$ cat config.mk
export PLATFORM = sky130hd
export DESIGN_NAME = limber_gnrl_rst_seq
export DESIGN_NICKNAME = d
export VERILOG_FILES = /design/src/rtl/limber_gnrl_pkg.sv /design/src/rtl/limber_gnrl_ffchain.sv /design/src/rtl/limber_gnrl_rst_seq.sv
export SDC_FILE = /design/constraint.sdc
export NUM_CORES = 1
export LEC_CHECK = 0
export ABC_CLOCK_PERIOD_IN_PS = 2000
export CAP_MARGIN = 20
export CORE_MARGIN = 5
export CORE_UTILIZATION = 50
export DETAILED_ROUTE_END_ITERATION = 8
export PLACE_DENSITY = 0.72
export SETUP_SLACK_MARGIN = 0.05
export SYNTH_ARGS = -nofsm -noshare
export SYNTH_HDL_FRONTEND = slang
export SYNTH_HIERARCHICAL = 1
export SYNTH_SLANG_ARGS = --single-unit
$ cat constraint.sdc
create_clock -name clk -period 2 [get_ports clk]
set_input_delay 0.5 -clock clk [delete_from_list [all_inputs] [get_ports clk]]
set_output_delay 0.5 -clock clk [all_outputs]
set_load 0.02 [all_outputs]
$ cat src/rtl/limber_gnrl_pkg.sv
// Shared definitions for the generic library: reset sequencer FSM encoding and limits.
// Build option LIMBER_RST_SEQ_SWRST_EN (used in limber_gnrl_rst_seq) enables the software reset request.
package limber_gnrl_pkg;

  typedef enum logic [1:0] {
    ST_WAIT = 2'b00,
    ST_GAP  = 2'b01,
    ST_REL  = 2'b10,
    ST_DONE = 2'b11
  } rst_seq_state_e;

  localparam int SYNC_DP_MIN = 2;

  // Index width that stays at least one bit wide for single-output sequencers.
  function automatic int idx_width(input int n);
    idx_width = (n > 1) ? $clog2(n) : 1;
  endfunction

endpackage

$ cat src/rtl/limber_gnrl_ffchain.sv
// Generic flop chain: DP register stages of width DW, cleared by rst_asyn.
// Used as a reset-deassertion synchroniser when si is tied high.
module limber_gnrl_ffchain #(
  parameter int DW = 1,
  parameter int DP = 2
) (
  input  logic          clk,
  input  logic          rst_asyn,
  input  logic [DW-1:0] si,
  output logic [DW-1:0] so
);

  logic [DW-1:0] stg_r [DP];

  // Shift chain: stage 0 samples si, each later stage samples its predecessor.
  always_ff @(posedge clk or posedge rst_asyn) begin
    if (rst_asyn) begin
      for (int i = 0; i < DP; i++) begin
        stg_r[i] <= {DW{1'b0}};
      end
    end else begin
      stg_r[0] <= si;
      for (int i = 1; i < DP; i++) begin
        stg_r[i] <= stg_r[i-1];
      end
    end
  end

  assign so = stg_r[DP-1];

endmodule

$ cat src/rtl/limber_gnrl_rst_seq.sv
// Reset release sequencer: asserts NR resets together, releases them in index order with gap_cfg+2 spacing.
// Define LIMBER_RST_SEQ_SWRST_EN to let sw_rst_req restart the sequence without re-synchronising.
module limber_gnrl_rst_seq
  import limber_gnrl_pkg::*;
#(
  parameter int NR      = 4,
  parameter int SYNC_DP = 2,
  parameter int GAP_W   = 8
) (
  input  logic             clk,
  input  logic             rst_asyn,
  input  logic [GAP_W-1:0] gap_cfg,
  input  logic             sw_rst_req,
  output logic [NR-1:0]    rst_o,
  output logic             done_o
);

  localparam int IDX_W = idx_width(NR);
  localparam logic [IDX_W-1:0] IDX_LAST = IDX_W'(NR - 1);

  rst_seq_state_e   state_r, state_nxt_s;
  logic [IDX_W-1:0] idx_r, idx_nxt_s;
  logic [GAP_W-1:0] cnt_r, cnt_nxt_s;
  logic [NR-1:0]    rst_r, rst_nxt_s;
  logic             done_r, done_nxt_s;
  logic             sync_rdy_s;
  logic             sw_rst_s;

`ifdef LIMBER_RST_SEQ_SWRST_EN
  assign sw_rst_s = sw_rst_req;
`else
  logic unused_sw_rst_s;
  assign unused_sw_rst_s = sw_rst_req;
  assign sw_rst_s        = 1'b0;
`endif

  limber_gnrl_ffchain #(
    .DW (1),
    .DP (SYNC_DP)
  ) u_sync (
    .clk      (clk),
    .rst_asyn (rst_asyn),
    .si       (1'b1),
    .so       (sync_rdy_s)
  );

  // State and output registers; rst_asyn forces every reset output high at once.
  always_ff @(posedge clk or posedge rst_asyn) begin
    if (rst_asyn) begin
      state_r <= ST_WAIT;
      idx_r   <= {IDX_W{1'b0}};
      cnt_r   <= {GAP_W{1'b0}};
      rst_r   <= {NR{1'b1}};
      done_r  <= 1'b0;
    end else begin
      state_r <= state_nxt_s;
      idx_r   <= idx_nxt_s;
      cnt_r   <= cnt_nxt_s;
      rst_r   <= rst_nxt_s;
      done_r  <= done_nxt_s;
    end
  end

  // Next-state logic; a software request overrides whatever the sequence is doing.
  always_comb begin
    state_nxt_s = state_r;
    idx_nxt_s   = idx_r;
    cnt_nxt_s   = cnt_r;
    rst_nxt_s   = rst_r;
    done_nxt_s  = done_r;
    if (sw_rst_s) begin
      state_nxt_s = ST_WAIT;
      idx_nxt_s   = {IDX_W{1'b0}};
      cnt_nxt_s   = {GAP_W{1'b0}};
      rst_nxt_s   = {NR{1'b1}};
      done_nxt_s  = 1'b0;
    end else begin
      case (state_r)
        ST_WAIT: begin
          if (sync_rdy_s) begin
            state_nxt_s = ST_GAP;
            cnt_nxt_s   = gap_cfg;
          end else begin
            state_nxt_s = ST_WAIT;
          end
        end
        ST_GAP: begin
          if (cnt_r == {GAP_W{1'b0}}) begin
            state_nxt_s = ST_REL;
          end else begin
            cnt_nxt_s = cnt_r - GAP_W'(1);
          end
        end
        ST_REL: begin
          for (int i = 0; i < NR; i++) begin
            if (IDX_W'(i) == idx_r) begin
              rst_nxt_s[i] = 1'b0;
            end else begin
              rst_nxt_s[i] = rst_r[i];
            end
          end
          if (idx_r == IDX_LAST) begin
            state_nxt_s = ST_DONE;
            done_nxt_s  = 1'b1;
          end else begin
            idx_nxt_s   = idx_r + IDX_W'(1);
            state_nxt_s = ST_GAP;
            cnt_nxt_s   = gap_cfg;
          end
        end
        ST_DONE: begin
          state_nxt_s = ST_DONE;
        end
        default: begin
          // Unreachable encoding: fall back to a full re-assert.
          state_nxt_s = ST_WAIT;
          idx_nxt_s   = {IDX_W{1'b0}};
          cnt_nxt_s   = {GAP_W{1'b0}};
          rst_nxt_s   = {NR{1'b1}};
          done_nxt_s  = 1'b0;
        end
      endcase
    end
  end

  assign rst_o  = rst_r;
  assign done_o = done_r;

endmodule

==> flow_metrics.tcl <==
set metrics [dict create \
    status "completed" \
    reg2reg_slack_ns 0.12 \
    p_leak_nw 0.620 \
    drt_iter0_markers 17 \
    finalMaxSlewViolations 0 \
    synth_top_cell_by_area "dfrtp_1" \
    dieArea_um2 3010 \
    grt_max_degree 13 \
    first_pass_iters 4 \
    grt_pass1_wl_um 3510 \
    required_ns 2.22 \
    final.fill_count 180 \
    antenna_found_initial 0 \
    timing.rr.start "cnt_r[4]$_DFFE_PP0P_" \
    fin_crit_sh_pct 94.0 \
    yosysWarnings 6 \
    synth-seq-cells 19 \
    max_freq_mhz 532 \
    synth.distinct_cells 37 \
    drive_gt1_share_pct 20.0 \
    powerDensity_nw_per_um2 1140 \
    endpoint "cnt_r[2]$_DFFE_PP0P_" \
    grt_pass1_vias 792 \
    finalHoldViolations 0 \
    viasPerCell 5.46 \
    maxCapViolations 0 \
    rsz0062_at_grt "false" \
    r2r_end "cnt_r[2]$_DFFE_PP0P_" \
    setup.worst_path.start "cnt_r[4]$_DFFE_PP0P_" \
    clock-sinks 19 \
    gp_congestion 0.841 \
    synth_ff_type "dfrtp_1" \
    grt_remaining_overflow 0 \
    start_util_pct 51.8 \
    cts_max_level 1 \
    die_w_um 54.9 \
    numCtsBuffers 3 \
    io_pins 16 \
    portBuffers 14 \
    arrival_ns 2.10 \
    cts_tree "done" \
    dieHeight_um 54.9 \
    hold_class "in -> async" \
    setup.worst_path.class "reg -> reg" \
    ys_seq_area_share_pct 47.8 \
    cts_hold_buf 0 \
    syn_to_final_growth_pct 25.6 \
    vias 803 \
    synth-edff-count 0 \
    worst-r2r-cell-count 4 \
    finalSetupTns_ns 0 \
    placed_cells 143 \
    drc_errors 0 \
    startpoint_type "register" \
    wl_per_cell_um 15.1 \
    core_um2 1940 \
    skew_ns 0.00175 \
    antenna_left 0 \
    async_flop_share_pct 100 \
    crit_path_end_kind "register" \
    finalSetupViolCount 0 \
    rows 16 \
    synthCells 100 \
    synth_area_leaders "dfrtp_1 37%, dfstp_2 10%, ha_1 7.5%" \
    num-nets-final 138 \
    hpwl_um 1610 \
    clock_latency_ns 0.30 \
    fin_cells 147 \
    synth_nets 117 \
    cts_setup_buffers 0 \
    syn_area_um2 1010 \
    root_buffer "clkbuf_4" \
    path_clk_slew_ns 0.11 \
    syn_avg_cell_area_um2 10.1 \
    routed_wl_um 2220 \
    n_antenna_cell 0 \
    grt_util_all_layers_pct 16.7 \
    min_period_ns 1.88 \
    ir_drop_uv 871 \
    synth_top_area_share_pct 37.3 \
    crit_fanout 9 \
    cts_buffer_depth 2 \
]
[Yosys cell counts (2+ instances only)]
| cell type | count |
|---|---|
| o21ai_0 | 8 |
| o2bb2ai_1 | 2 |
| nand2_1 | 3 |
| o22ai_1 | 3 |
| a21boi_0 | 4 |
| dfstp_2 | 4 |
| clkbuf_1 | 2 |
| nor3_1 | 2 |
| o22a_1 | 2 |
| ha_1 | 6 |
| a21oi_1 | 3 |
| dfrtp_1 | 15 |
| nor2_1 | 9 |
| a22oi_1 | 4 |
| inv_1 | 11 |
[power by group]
part / switching (mW) / total (mW) / leakage, nW / internal, mW
Combinational: 0.354 / 0.684 / 0.382 / 0.329
Clock: 0.125 / 0.199 / 0.0177 / 0.0746
Sequential: 0.0814 / 0.563 / 0.220 / 0.481
Total: 0.561 / 1.45 / 0.620 / 0.885
[cell type report]
| cell class | count | area [um2] | area share (%) |
|---|---|---|---|
| Tap cell | 27 | 33.8 | 2.67 |
| Sequential cell | 19 | 480 | 38.0 |
| Inverter | 11 | 41.3 | 3.27 |
| Multi-Input combinational cell | 66 | 489 | 38.7 |
| Clock buffer | 3 | 22.5 | 1.78 |
| Clock inverter | 1 | 5.00 | 0.396 |
| Timing Repair Buffer | 20 | 191 | 15.1 |
[kinds of logic after synthesis]
family	share of synthesized area, %
AND/OR/NAND/NOR	13.2
flip-flops	47.8
buffers and inverters	5.72
multiplexers	0.995
adder cells (fa/ha/maj)	7.46
XOR/XNOR	0.871
AO/OA/AOI/OAI	23.6
other	0.373
[per-layer routing]
metal	up-vias	track usage [%]	share of wire, %
met5	-	0	0
met4	0	4.98	0.41
met3	2	4.09	3.4
met2	11	26.0	47
met1	392	22.7	49
li1	398	-	-
[stage by stage]
stage	instance area, um2	total power [mW]	hold slack (ns)	utilization, %	setup WS [ns]
after floorplan	1010	1.02	0.241	-	0.220
after global placement	1210	1.17	0.332	62.2	0.0869
after detailed placement	1210	1.20	0.335	62.2	0.0504
after CTS	1240	1.42	0.350	64.0	0.0518
after global routing	1260	1.57	0.354	65.1	0.0898
final	1260	1.45	0.360	65.1	0.119
[cells in the final DEF, fill, tap and decap left out, drive strengths merged, types with 2 or more instances in the layout]
master,Yosys,routed
a21boi,4,4
a21oi,3,3
a22oi,4,4
buf,2,6
clkbuf,2,3
clkdlybuf4s50,0,10
dfrtp,15,15
dfstp,4,4
dlymetal6s2s,0,3
ha,6,6
inv,11,11
nand2,3,3
nor2,9,9
nor3,2,2
o21ai,8,8
o22a,3,3
o22ai,3,3
o2bb2ai,2,2
[worst max-delay path, cell delays in order, from the launching register on]
cell and delay [ns]:
dfrtp_1 0.44, or4_4 0.58, o221a_4 0.30, or2_4 0.30, a22oi_1 0.19
[state kept, by name (all words and copies together) (netlist names)]
name and flops:
cnt_r 8, done_o 1, idx_r 2, rst_o 4
state_r 2, u_sync/so 1, u_sync/stg_r 1
[what timing repair did]
action | 4_1_cts | 5_1_grt
endpoints found under the setup margin | 4 | 6
hold endpoints to repair | 0 | 0
gates resized for setup | 3 | 8
[worst min-delay path by stage]
stage                                         start                         to  slack [ns]  cells past startpoint
after floorplan                            rst_asyn        u_sync/so$_DFF_PP0_        0.24                      1
after global placement    u_sync/stg_r[1]$_DFF_PP0_        u_sync/so$_DFF_PP0_        0.33                      0
after detailed placement  u_sync/stg_r[1]$_DFF_PP0_        u_sync/so$_DFF_PP0_        0.33                      0
after CTS                                  rst_asyn  u_sync/stg_r[1]$_DFF_PP0_        0.35                      2
after global routing                       rst_asyn  u_sync/stg_r[1]$_DFF_PP0_        0.35                      2
final                                      rst_asyn        u_sync/so$_DFF_PP0_        0.36                      2
Power figures use the tool's default switching activity.
